## src/rtl/board_state_controller_pkg.sv

```systemverilog
// Shared constants for the lights-out board controller and check_for_win.
package board_state_controller_pkg;

    localparam int ROWS_DEF = 4;
    localparam int COLS_DEF = 8;

    // Galois LFSR tap mask, x^32 + x^22 + x^2 + x + 1
    localparam logic [31:0] LFSR_POLY = 32'h80200003;

    // Boards that check_for_win treats as solved
    localparam logic [31:0] WIN_ALL_OFF = 32'h00000000;
    localparam logic [31:0] WIN_ALL_ON  = 32'hFFFFFFFF;
    localparam logic [31:0] WIN_ALT_5   = 32'h55555555;
    localparam logic [31:0] WIN_ALT_A   = 32'hAAAAAAAA;

    // FSM encoding
    localparam logic [1:0] ST_IDLE     = 2'd0;
    localparam logic [1:0] ST_SCRAMBLE = 2'd1;
    localparam logic [1:0] ST_PLAY     = 2'd2;
    localparam logic [1:0] ST_WON      = 2'd3;

    function automatic logic is_win_pattern(input logic [31:0] b);
        return (b == WIN_ALL_OFF) || (b == WIN_ALL_ON) ||
               (b == WIN_ALT_5)   || (b == WIN_ALT_A);
    endfunction

    function automatic logic [31:0] lfsr_step(input logic [31:0] s);
        return s[0] ? ((s >> 1) ^ LFSR_POLY) : (s >> 1);
    endfunction

endpackage

```

## src/rtl/board_state_controller_if.sv

```systemverilog
// Player-button / board-output bundle between the controller and its environment.
interface board_state_controller_if #(
    parameter int CELLS  = 32,
    parameter int MOVE_W = 10,
    parameter int IDX_W  = 5
);
    logic              btn_left;
    logic              btn_right;
    logic              btn_up;
    logic              btn_down;
    logic              btn_toggle;
    logic              btn_start;
    logic              win;
    logic [CELLS-1:0]  ScreenValues;
    logic [IDX_W-1:0]  cursor_idx;
    logic [MOVE_W-1:0] move_count;
    logic              playing;
    logic              stop;

    // Environment side: drives buttons and win, observes the board
    modport master (
        output btn_left, btn_right, btn_up, btn_down, btn_toggle, btn_start, win,
        input  ScreenValues, cursor_idx, move_count, playing, stop
    );

    // Controller side
    modport slave (
        input  btn_left, btn_right, btn_up, btn_down, btn_toggle, btn_start, win,
        output ScreenValues, cursor_idx, move_count, playing, stop
    );
endinterface

```

## src/rtl/board_state_controller_toggle_mask_gen.sv

```systemverilog
// Combinational (row,col) -> mask of the cell and its existing orthogonal
// neighbours. COLS must be a power of two so {row,col} is the cell index.
module toggle_mask_gen #(
    parameter int ROWS = 4,
    parameter int COLS = 8
) (
    input  logic [$clog2(ROWS)-1:0]      row_i,
    input  logic [$clog2(COLS)-1:0]      col_i,
    output logic [ROWS*COLS-1:0]         mask_o
);
    localparam int RW    = $clog2(ROWS);
    localparam int CW    = $clog2(COLS);
    localparam int IDX_W = $clog2(ROWS*COLS);

    logic [IDX_W-1:0] idx;
    assign idx = {row_i, col_i};

    // Set the centre bit, then each neighbour that lies on the board (no wrap)
    always_comb begin
        mask_o      = '0;
        mask_o[idx] = 1'b1;
        if (row_i != '0)              mask_o[idx - IDX_W'(COLS)] = 1'b1;
        if (row_i != RW'(ROWS - 1))   mask_o[idx + IDX_W'(COLS)] = 1'b1;
        if (col_i != '0)              mask_o[idx - 1'b1]         = 1'b1;
        if (col_i != CW'(COLS - 1))   mask_o[idx + 1'b1]         = 1'b1;
    end
endmodule

```

## src/rtl/board_state_controller.sv

```systemverilog
// Lights-out board owner: button edge detect, free-running LFSR, game FSM,
// cursor, board register and saturating move counter.
module board_state_controller
    import board_state_controller_pkg::*;
#(
    parameter int          ROWS         = ROWS_DEF,
    parameter int          COLS         = COLS_DEF,
    parameter int          NumberOfBits = 31,
    parameter logic [31:0] SEED         = 32'hACE12B5D,
    parameter logic [31:0] RESET_BOARD  = 32'h00000018,
    parameter int          MOVE_W       = 10
) (
    input  logic                    clk,
    input  logic                    reset_n,
    board_state_controller_if.slave bus
);
    localparam int          CELLS    = ROWS * COLS;
    localparam int          RW       = $clog2(ROWS);
    localparam int          CW       = $clog2(COLS);
    localparam int          IDX_W    = $clog2(CELLS);
    localparam logic [31:0] SEED_EFF = (SEED == 32'd0) ? 32'd1 : SEED;

    // Button bit positions in the packed level/pulse vectors
    localparam int B_LEFT = 0, B_RIGHT = 1, B_UP = 2, B_DOWN = 3, B_TOG = 4, B_START = 5;

    logic [5:0]              btn_lvl, btn_prev_q, pulse;
    logic [1:0]              state_q, state_d;
    logic [NumberOfBits:0]   board_q, board_d;
    logic [RW-1:0]           row_q, row_d, m_row;
    logic [CW-1:0]           col_q, col_d, m_col;
    logic [MOVE_W-1:0]       cnt_q, cnt_d;
    logic [IDX_W-1:0]        k_q, k_d;
    logic [31:0]             lfsr_q;
    logic [CELLS-1:0]        mask;
    logic                    scr;

    assign btn_lvl = {bus.btn_start, bus.btn_toggle, bus.btn_down,
                      bus.btn_up, bus.btn_right, bus.btn_left};
    assign pulse   = btn_lvl & ~btn_prev_q;

    // One mask generator serves both the scramble scan and the player cursor
    assign scr   = (state_q == ST_SCRAMBLE);
    assign m_row = scr ? k_q[IDX_W-1:CW] : row_q;
    assign m_col = scr ? k_q[CW-1:0]     : col_q;

    toggle_mask_gen #(.ROWS(ROWS), .COLS(COLS)) u_mask (
        .row_i  (m_row),
        .col_i  (m_col),
        .mask_o (mask)
    );

    // Next-state logic for FSM, board, cursor, move counter and scan index
    always_comb begin
        state_d = state_q;
        board_d = board_q;
        row_d   = row_q;
        col_d   = col_q;
        cnt_d   = cnt_q;
        k_d     = k_q;
        case (state_q)
            ST_IDLE: begin
                if (pulse[B_START]) begin
                    state_d = ST_SCRAMBLE;
                    cnt_d   = '0;
                    k_d     = '0;
                end
            end
            ST_SCRAMBLE: begin
                cnt_d = '0;
                if (lfsr_q[0]) board_d = board_q ^ mask;
                if (k_q == IDX_W'(CELLS - 1)) begin
                    // A pass that lands on a solved board is repeated
                    k_d = '0;
                    if (!is_win_pattern(board_d)) begin
                        state_d = ST_PLAY;
                        row_d   = '0;
                        col_d   = '0;
                    end
                end else begin
                    k_d = k_q + 1'b1;
                end
            end
            ST_PLAY: begin
                if (pulse[B_START]) begin
                    state_d = ST_SCRAMBLE;
                    cnt_d   = '0;
                    k_d     = '0;
                end else if (bus.win) begin
                    state_d = ST_WON;
                end else begin
                    // Toggle uses the cursor before this cycle's move
                    if (pulse[B_TOG]) begin
                        board_d = board_q ^ mask;
                        if (cnt_q != '1) cnt_d = cnt_q + 1'b1;
                    end
                    if (pulse[B_LEFT] && !pulse[B_RIGHT] && col_q != '0)
                        col_d = col_q - 1'b1;
                    else if (pulse[B_RIGHT] && !pulse[B_LEFT] && col_q != CW'(COLS - 1))
                        col_d = col_q + 1'b1;
                    if (pulse[B_UP] && !pulse[B_DOWN] && row_q != '0)
                        row_d = row_q - 1'b1;
                    else if (pulse[B_DOWN] && !pulse[B_UP] && row_q != RW'(ROWS - 1))
                        row_d = row_q + 1'b1;
                end
            end
            default: begin  // ST_WON: everything frozen until a new game
                if (pulse[B_START]) begin
                    state_d = ST_SCRAMBLE;
                    cnt_d   = '0;
                    k_d     = '0;
                end
            end
        endcase
    end

    // State registers; LFSR and button history run every cycle
    always_ff @(posedge clk) begin
        if (!reset_n) begin
            state_q    <= ST_IDLE;
            board_q    <= RESET_BOARD[NumberOfBits:0];
            row_q      <= '0;
            col_q      <= '0;
            cnt_q      <= '0;
            k_q        <= '0;
            lfsr_q     <= SEED_EFF;
            btn_prev_q <= '0;
        end else begin
            state_q    <= state_d;
            board_q    <= board_d;
            row_q      <= row_d;
            col_q      <= col_d;
            cnt_q      <= cnt_d;
            k_q        <= k_d;
            lfsr_q     <= lfsr_step(lfsr_q);
            btn_prev_q <= btn_lvl;
        end
    end

    assign bus.ScreenValues = board_q;
    assign bus.cursor_idx   = {row_q, col_q};
    assign bus.move_count   = cnt_q;
    assign bus.playing      = (state_q == ST_PLAY);
    assign bus.stop         = (state_q == ST_IDLE) || (state_q == ST_SCRAMBLE);

endmodule
```

## src/flat_wrapper.sv

```systemverilog
// flat-port wrapper written by rule: the top's interface ports become plain ports
module board_state_controller_flat import board_state_controller_pkg::*;
#(
    parameter int          ROWS         = ROWS_DEF,
    parameter int          COLS         = COLS_DEF,
    parameter int          NumberOfBits = 31,
    parameter logic [31:0] SEED         = 32'hACE12B5D,
    parameter logic [31:0] RESET_BOARD  = 32'h00000018,
    parameter int          MOVE_W       = 10
)
  (clk, reset_n, bus_btn_left, bus_btn_right, bus_btn_up, bus_btn_down, bus_btn_toggle, bus_btn_start, bus_win, bus_ScreenValues, bus_cursor_idx, bus_move_count, bus_playing, bus_stop);
  board_state_controller_if #(.MOVE_W(MOVE_W)) bus_i ();
  input  logic clk;
  input  logic reset_n;
  input wire logic [$bits(bus_i.btn_left)-1:0] bus_btn_left;
  input wire logic [$bits(bus_i.btn_right)-1:0] bus_btn_right;
  input wire logic [$bits(bus_i.btn_up)-1:0] bus_btn_up;
  input wire logic [$bits(bus_i.btn_down)-1:0] bus_btn_down;
  input wire logic [$bits(bus_i.btn_toggle)-1:0] bus_btn_toggle;
  input wire logic [$bits(bus_i.btn_start)-1:0] bus_btn_start;
  input wire logic [$bits(bus_i.win)-1:0] bus_win;
  output wire logic [$bits(bus_i.ScreenValues)-1:0] bus_ScreenValues;
  output wire logic [$bits(bus_i.cursor_idx)-1:0] bus_cursor_idx;
  output wire logic [$bits(bus_i.move_count)-1:0] bus_move_count;
  output wire logic [$bits(bus_i.playing)-1:0] bus_playing;
  output wire logic [$bits(bus_i.stop)-1:0] bus_stop;
  assign bus_i.btn_left = bus_btn_left;
  assign bus_i.btn_right = bus_btn_right;
  assign bus_i.btn_up = bus_btn_up;
  assign bus_i.btn_down = bus_btn_down;
  assign bus_i.btn_toggle = bus_btn_toggle;
  assign bus_i.btn_start = bus_btn_start;
  assign bus_i.win = bus_win;
  assign bus_ScreenValues = bus_i.ScreenValues;
  assign bus_cursor_idx = bus_i.cursor_idx;
  assign bus_move_count = bus_i.move_count;
  assign bus_playing = bus_i.playing;
  assign bus_stop = bus_i.stop;
  board_state_controller #(.ROWS(ROWS), .COLS(COLS), .NumberOfBits(NumberOfBits), .SEED(SEED), .RESET_BOARD(RESET_BOARD), .MOVE_W(MOVE_W)) u_core (.clk(clk), .reset_n(reset_n), .bus(bus_i));
endmodule
```

## config.mk

```make
export PLATFORM = sky130hd
export DESIGN_NAME = board_state_controller_flat
export DESIGN_NICKNAME = d
export VERILOG_FILES = /design/src/rtl/board_state_controller_pkg.sv /design/src/rtl/board_state_controller_if.sv /design/src/rtl/board_state_controller_toggle_mask_gen.sv /design/src/rtl/board_state_controller.sv /design/src/flat_wrapper.sv
export SDC_FILE = /design/constraint.sdc
export NUM_CORES = 1
export LEC_CHECK = 0
export CORE_MARGIN = 8
export CORE_UTILIZATION = 35
export DETAILED_ROUTE_END_ITERATION = 8
export PLACE_DENSITY = 0.52
export REMOVE_ABC_BUFFERS = 1
export SYNTH_ARGS = -nofsm -noshare
export SYNTH_HDL_FRONTEND = slang
export SYNTH_SLANG_ARGS = --single-unit
```

## constraint.sdc

```tcl
create_clock -name clk -period 4.9 [get_ports clk]
set_clock_uncertainty 0.15 [all_clocks]
set_input_delay 0.735 -clock clk [delete_from_list [all_inputs] [get_ports clk]]
set_output_delay 0.735 -clock clk [all_outputs]
set_load 0.01 [all_outputs]
```

### After elaboration in Yosys (flattened, before gate mapping)

Cells that the tools add are included.

* bits in registers: 92
* bits of input ports: 9
* output and inout port bits: 49
* word-level logic and storage cells: 145

* add/subtract/negate cells: 10
* $lt $le $gt $ge: 10
* equal/unequal tests: 22
* multiplexer cells: 52
* bitwise logic cells: 8
* reduce and logical (&&, ||, !) cells: 35

Operator list (number)
* 32-bit two-way mux: 10
* 32-bit bitwise OR: 4
* 32-bit equality test, second input constant: 2
* 32-bit case mux with 2 select lines: 1
* 10-bit two-way mux: 5
* 32-bit by 31-bit equality test with 1-bit output, second input constant: 1
* 32-bit logical NOT: 1
* 32-bit XOR: 1
* 5-bit by 6-bit < comparator with 1-bit output, second input constant: 5
* 1-bit demux with 5-bit select: 5
* 5-bit by 1-bit greater-or-equal comparator with 1-bit output, second input constant: 5
* 2-bit two-way mux: 12
* 3-bit two-way mux: 7
* 10-bit case mux with 2 select lines: 1
* 5-bit two-way mux: 3
* 1-bit logical AND: 13
* 2-bit inequality test, second input constant: 6
* 3-bit by 1-bit inequality test with 1-bit output, second input constant: 4
* 4-bit AND reduction: 3
* 6-bit AND reduction: 2
* 10-bit by 1-bit adder with 10-bit output, second input constant: 1
* 5-bit by 1-bit adder with 5-bit output, second input constant: 2
* 10-bit inequality test, second input constant: 1
* 3-bit nonzero test: 3
* other kinds (23): 39

### Depth between registers and ports, before layout

* depth after elaboration: 25
* gate-level depth with buffers: 20
* mapped depth without buffers: 17

### Modules after synthesis

A second synthesis with hierarchy kept.

* cell total of the unflattened synthesis: 723
* area, all modules: 5841.9 um^2

Modules (own cells, without submodules)
* board_state_controller: instances 1, cells an instance 585, area each 4937.2 um^2, sequential area each 1841.8 um^2
* toggle_mask_gen: instances 1, cells an instance 138, area each 904.6 um^2, sequential area each 0.0 um^2

### Least setup slack after synthesis

Ideal clock, no wire load.

* path type: register -> register
* from: reg u_core.state_q[1]
* to: reg u_core.col_q[0]
* library setup time: 0.072 ns
* data arrival time: 3.812 ns
* required time: 4.678 ns
* slack: 0.867 ns
* cell stages (with the launch flop): 20
* buffers on the path: 3
* period minus slack after synthesis: 4.033 ns
* cells stage by stage: dfxtp_1 -> inv_1 -> ha_1 -> buf_6 -> buf_6 -> mux2i_1 -> inv_1 -> ha_1 -> clkbuf_1 -> nor4b_4 -> o21a_1 -> nand2_1 -> a21boi_0 -> xnor2_1 -> or4_1 -> a2111oi_0 -> and4_1 -> o22ai_2 -> o21ai_4 -> mux2i_1

* cells in the longest elaborated chain, start to end: 24
* elaborated cells on any way between the ends: 63
* those cells by class: add/sub: 4; order compare: 10; eq/ne: 12; mux: 19; bitwise: 5; reduce/logical: 13

RTL lines
* from (decl): RTL line board_state_controller.sv:27 `logic [1:0] state_q, state_d;`
* from (signal assigned): RTL line board_state_controller.sv:128 `state_q <= state_d;`
* 2-bit by 1-bit equality test with 1-bit output: RTL line board_state_controller.sv:42, board_state_controller.sv:60
* 3-bit two-way mux / 2-bit two-way mux (equally long branches): RTL line board_state_controller.sv:44, board_state_controller.sv:43
* 5-bit by 4-bit subtractor with 5-bit output: RTL line board_state_controller_toggle_mask_gen.sv:22 `if (row_i != '0) mask_o[idx - IDX_W'(COLS)] = 1'b1;`
* 5-bit by 6-bit < comparator with 1-bit output (not written as such) / 5-bit by 1-bit greater-or-equal comparator with 1-bit output (equally long branches): RTL line board_state_controller_toggle_mask_gen.sv:22
* 1-bit logical AND (not written as such): RTL line board_state_controller_toggle_mask_gen.sv:22
* 1-bit two-way mux (not written as such): RTL line board_state_controller_toggle_mask_gen.sv:22
* 1-bit demux with 5-bit select: RTL line board_state_controller_toggle_mask_gen.sv:22
* 32-bit bitwise OR (no source line)
* [... 7 more ...]
* 32-bit XOR: RTL line board_state_controller.sv:70 `if (lfsr_q[0]) board_d = board_q ^ mask;`
* 32-bit two-way mux: RTL line board_state_controller.sv:70
* 32-bit two-way mux: RTL line board_state_controller.sv:60 `case (state_q)`
* 32-bit equality test / 32-bit logical NOT (equally long branches): RTL line board_state_controller_pkg.sv:23 `return (b == WIN_ALL_OFF) || (b == WIN_ALL_ON) ||`
* 1-bit logical OR (2 in a row): RTL line board_state_controller_pkg.sv:23
* 1-bit logical OR: RTL line board_state_controller_pkg.sv:24 `(b == WIN_ALT_5) || (b == WIN_ALT_A);`
* 2-bit inequality test (no source line)
* 6-bit AND reduction (no source line)
* to (signal assigned): RTL line board_state_controller.sv:131 `col_q <= col_d;`
* to (decl): RTL line board_state_controller.sv:30 `logic [CW-1:0] col_q, col_d, m_col;`

Parallel ways exist; a longest one is shown, timed or not. The select of a mux whose other input is x is not followed.
A chain may end at the register's enable or synchronous reset.

### Worst setup path after layout

Ends and elaborated chain as after synthesis.

==> run metrics <==
via density per instance approximately 5.6; top post-synthesis cells by area dfxtp_1 (30%), and2_1 (5.3%), xnor2_1 (5.1%); Synth Area per Inst 8.08 sq um; RD Place Congestion around 0.90; maximum VDD drop between 0.15 and 0.2 mV; startpoint types flop; Clk pin slew, worst setup/hold paths 0.08 ns; clock root buffer clkbuf_16; # DRC 0; Total Power 2.38 mW; CP endpoint kind flop; pin count of the biggest net entering global routing 40; dominant synthesized flop cell dfxtp_1; slew margin rel. 37.0%; total leakage power 2.58 nW; status complete, no violations; Crit Path Max Fanout 33; H-tree depth 3; depth of the worst register-to-register path 15; synth warn 0; # Max-Cap Violations 0; Clock Tree Buf Depth 2; worst-margin pin slew 0.943 ns; # hold bufs at CTS 0; global-route congestion overflow total 0; initial antenna violation count 0; Port Buffers 57; CTS Sinks 92; Top-Level Pins 58; EDFF count, synth 0; # rows 48; Tot GR Track Use 19.6%; worst path required time 5.03 ns; slowest stage delay, CP 0.71 ns; DR WL/cell 20.6 um; count of different cell masters after synthesis 87; CP cell instances inv_1, ha_2, buf_4, mux2_4, nand2_1, o41ai_1, buf_4, o21ai_0, xnor2_1, nand4_1, nor4b_1, buf_4, o22ai_2, o21ai_4, mux2i_1; Crit path max-delay family compound AO/OA/AOI/OAI gates; asr flop ratio synth 0%; slowest stage cell on the critical path o41ai_1; Initial DRC Count 400; unrepaired setup endpoints after global routing false; TritonCTS clock tree built; CP Depth 15; worst reg2reg path endpoint u_core.col_q[0]; nets@finish around 820; # setup viols final 0; initial core utilization 35.3%; Critical Path Start u_core.state_q[1]; Routed WL between 20000 and 25000 um; Synth top area share 30.5%; post-synthesis cell count 749; sequential element share of the synthesized area 30.5%; max-slew violations 0; cell area after synthesis 6050 sq um; vias in the first global route between 5k and 6k; global-route wire length before repair 33400 um; fmax 219 MHz; Post-DP HPWL 16100 um; Clock Latency Late Sink about 0.37 ns; Post-DRT Antenna Nets 0; CP Class reg2reg; Die H 147 um; total CTS buffers 9; DRT Pass-1 Iters 4; die area 21700 sq um; HP Class reg2reg; ant diodes 0; FF+latch count, synth 92; Worst Setup Slack, final ~0.34 ns; DR vias 5839; share of layout cells above drive strength 1 10.8%; FF-to-FF Start u_core.state_q[1]; R2R setup slack 0.34 ns; worst setup path endpoint u_core.col_q[0]; Most Frequent Cell on Critical Path buf_4; Worst Path Buf+Inv 4; P&R area growth vs syn 19.9%; setup total negative slack 0 ns; Core Area 17100 sq um; Place WS about 0.19 ns; Fin. Hold Viols 0; CP Data Arrival Time 4.69 ns; fin crit period 4.56 ns; Die X 147 um; largest area contributor in the netlist dfxtp_1; Tcrit/Tclk final around 93%; power density over the cells 329 nW/um^2
[synth_stat cells, drive strengths merged (10+ instances only)]
| library cell | number |
|---|---|
| a21boi | 14 |
| a21oi | 37 |
| a32oi | 14 |
| and2 | 51 |
| buf | 19 |
| clkbuf | 29 |
| dfxtp | 92 |
| inv | 15 |
| mux2i | 11 |
| nand2 | 57 |
| nand2b | 26 |
| nand3 | 24 |
| nand4 | 10 |
| nor2 | 49 |
| nor2b | 14 |
| nor3 | 19 |
| o211ai | 11 |
| o21ai | 47 |
| or3 | 15 |
| xnor2 | 35 |
| xor2 | 19 |
[cells in the final DEF, fill, tap and decap left out, types with 11 or more instances in the layout]
master / synthesis / layout
nor2_1: 48 / 48
clkdlybuf4s50_1: 0 / 56
inv_1: 14 / 14
nand2_1: 56 / 56
nor2b_1: 14 / 14
buf_4: 4 / 35
o211ai_1: 11 / 11
dfxtp_1: 92 / 92
or3_1: 15 / 15
nor3_1: 18 / 18
nand2b_1: 26 / 26
xor2_1: 19 / 19
a32oi_1: 14 / 14
xnor2_1: 35 / 35
a21oi_1: 36 / 36
and2_1: 51 / 51
a21boi_0: 14 / 14
o21ai_0: 43 / 43
nand3_1: 24 / 24
[registers in the layout, summed over array words and instances, names as in the netlist]
register                 flops
u_core.btn_prev_q            6
u_core.bus.ScreenValues     32
u_core.bus.move_count       10
u_core.col_q                 3
u_core.k_q                   5
u_core.lfsr_q               32
u_core.row_q                 2
u_core.state_q               2
[stage by stage]
stage / hold slack, ns / area, sq um / util (%) / std cells
5_1_grt: 0.274 / 7250 / 42.4 / 1034
2_1_floorplan: 0.236 / 5820 / - / 701
3_3_place_gp: 0.240 / 6930 / 40.5 / 1018
6_report: 0.261 / 7250 / 42.4 / 1034
3_5_place_dp: 0.245 / 6930 / 40.5 / 1018
4_1_cts: 0.265 / 7240 / 42.3 / 1034
[logic make-up (layout without fill, tap and decap cells)]
kind of cell,count (synthesis),count (layout),share of synthesized area (%)
simple gates,318,318,29.9
mux,15,15,2.83
flops,92,92,30.5
buf+inv,63,123,4.74
fa+ha+maj,9,9,1.99
compound gates,198,198,22.3
xor+xnor,54,54,7.82
[power by group]
part / internal, mW / switching (mW) / total [mW]
Combinational: 0.297 / 0.514 / 0.811
Clock: 0.369 / 0.384 / 0.753
Sequential: 0.788 / 0.0320 / 0.820
[final cells by class]
| cell class | instances | area, sq um |
|---|---|---|
| fill | 1755 | 9870 |
| multi-input combinational | 594 | 3930 |
| sequential | 92 | 1840 |
| timing repair buffer | 92 | 828 |
| tap | 225 | 282 |
| clock buffer | 9 | 225 |
| clock inverter | 7 | 86.3 |
| inverter | 15 | 56.3 |
[worst register-to-register path: cells and delay by family (launching register included)]
| family | cells | cell delay [ns] |
|---|---|---|
| compound gates | 4 | 1.19 |
| xor+xnor | 1 | 0.28 |
| mux | 2 | 0.63 |
| fa+ha+maj | 1 | 0.30 |
| buf+inv | 4 | 0.90 |
| flops | 1 | 0.33 |
| simple gates | 3 | 0.71 |
[routing by layer]
metal / up-vias / global-route usage, % / share of wire, %
met2: 181 / 32.1 / 46
met5: - / 0 / 0
met1: 2789 / 24.3 / 45
met3: 45 / 4.22 / 5.2
li1: 2824 / - / -
met4: 0 / 8.98 / 3.7
[worst min-delay path by stage]
| stage | from | end | slack [ns] | cells past startpoint |
|---|---|---|---|---|
| after global routing | u_core.lfsr_q[3] | u_core.lfsr_q[2] | 0.27 | 1 |
| after global placement | u_core.lfsr_q[23] | u_core.lfsr_q[22] | 0.24 | 1 |
| after detailed placement | u_core.lfsr_q[3] | u_core.lfsr_q[2] | 0.24 | 1 |
| final | u_core.lfsr_q[3] | u_core.lfsr_q[2] | 0.26 | 1 |
| after CTS | u_core.lfsr_q[3] | u_core.lfsr_q[2] | 0.26 | 1 |
| after floorplan | u_core.lfsr_q[12] | u_core.lfsr_q[11] | 0.24 | 1 |
[what timing repair did]
| item | 4_1_cts | 5_1_grt |
|---|---|---|
| gates resized for setup | 0 | 2 |
| buffers inserted | 0 | 0 |
| setup endpoints to repair | 0 | 7 |
Power figures use the tool's default switching activity.
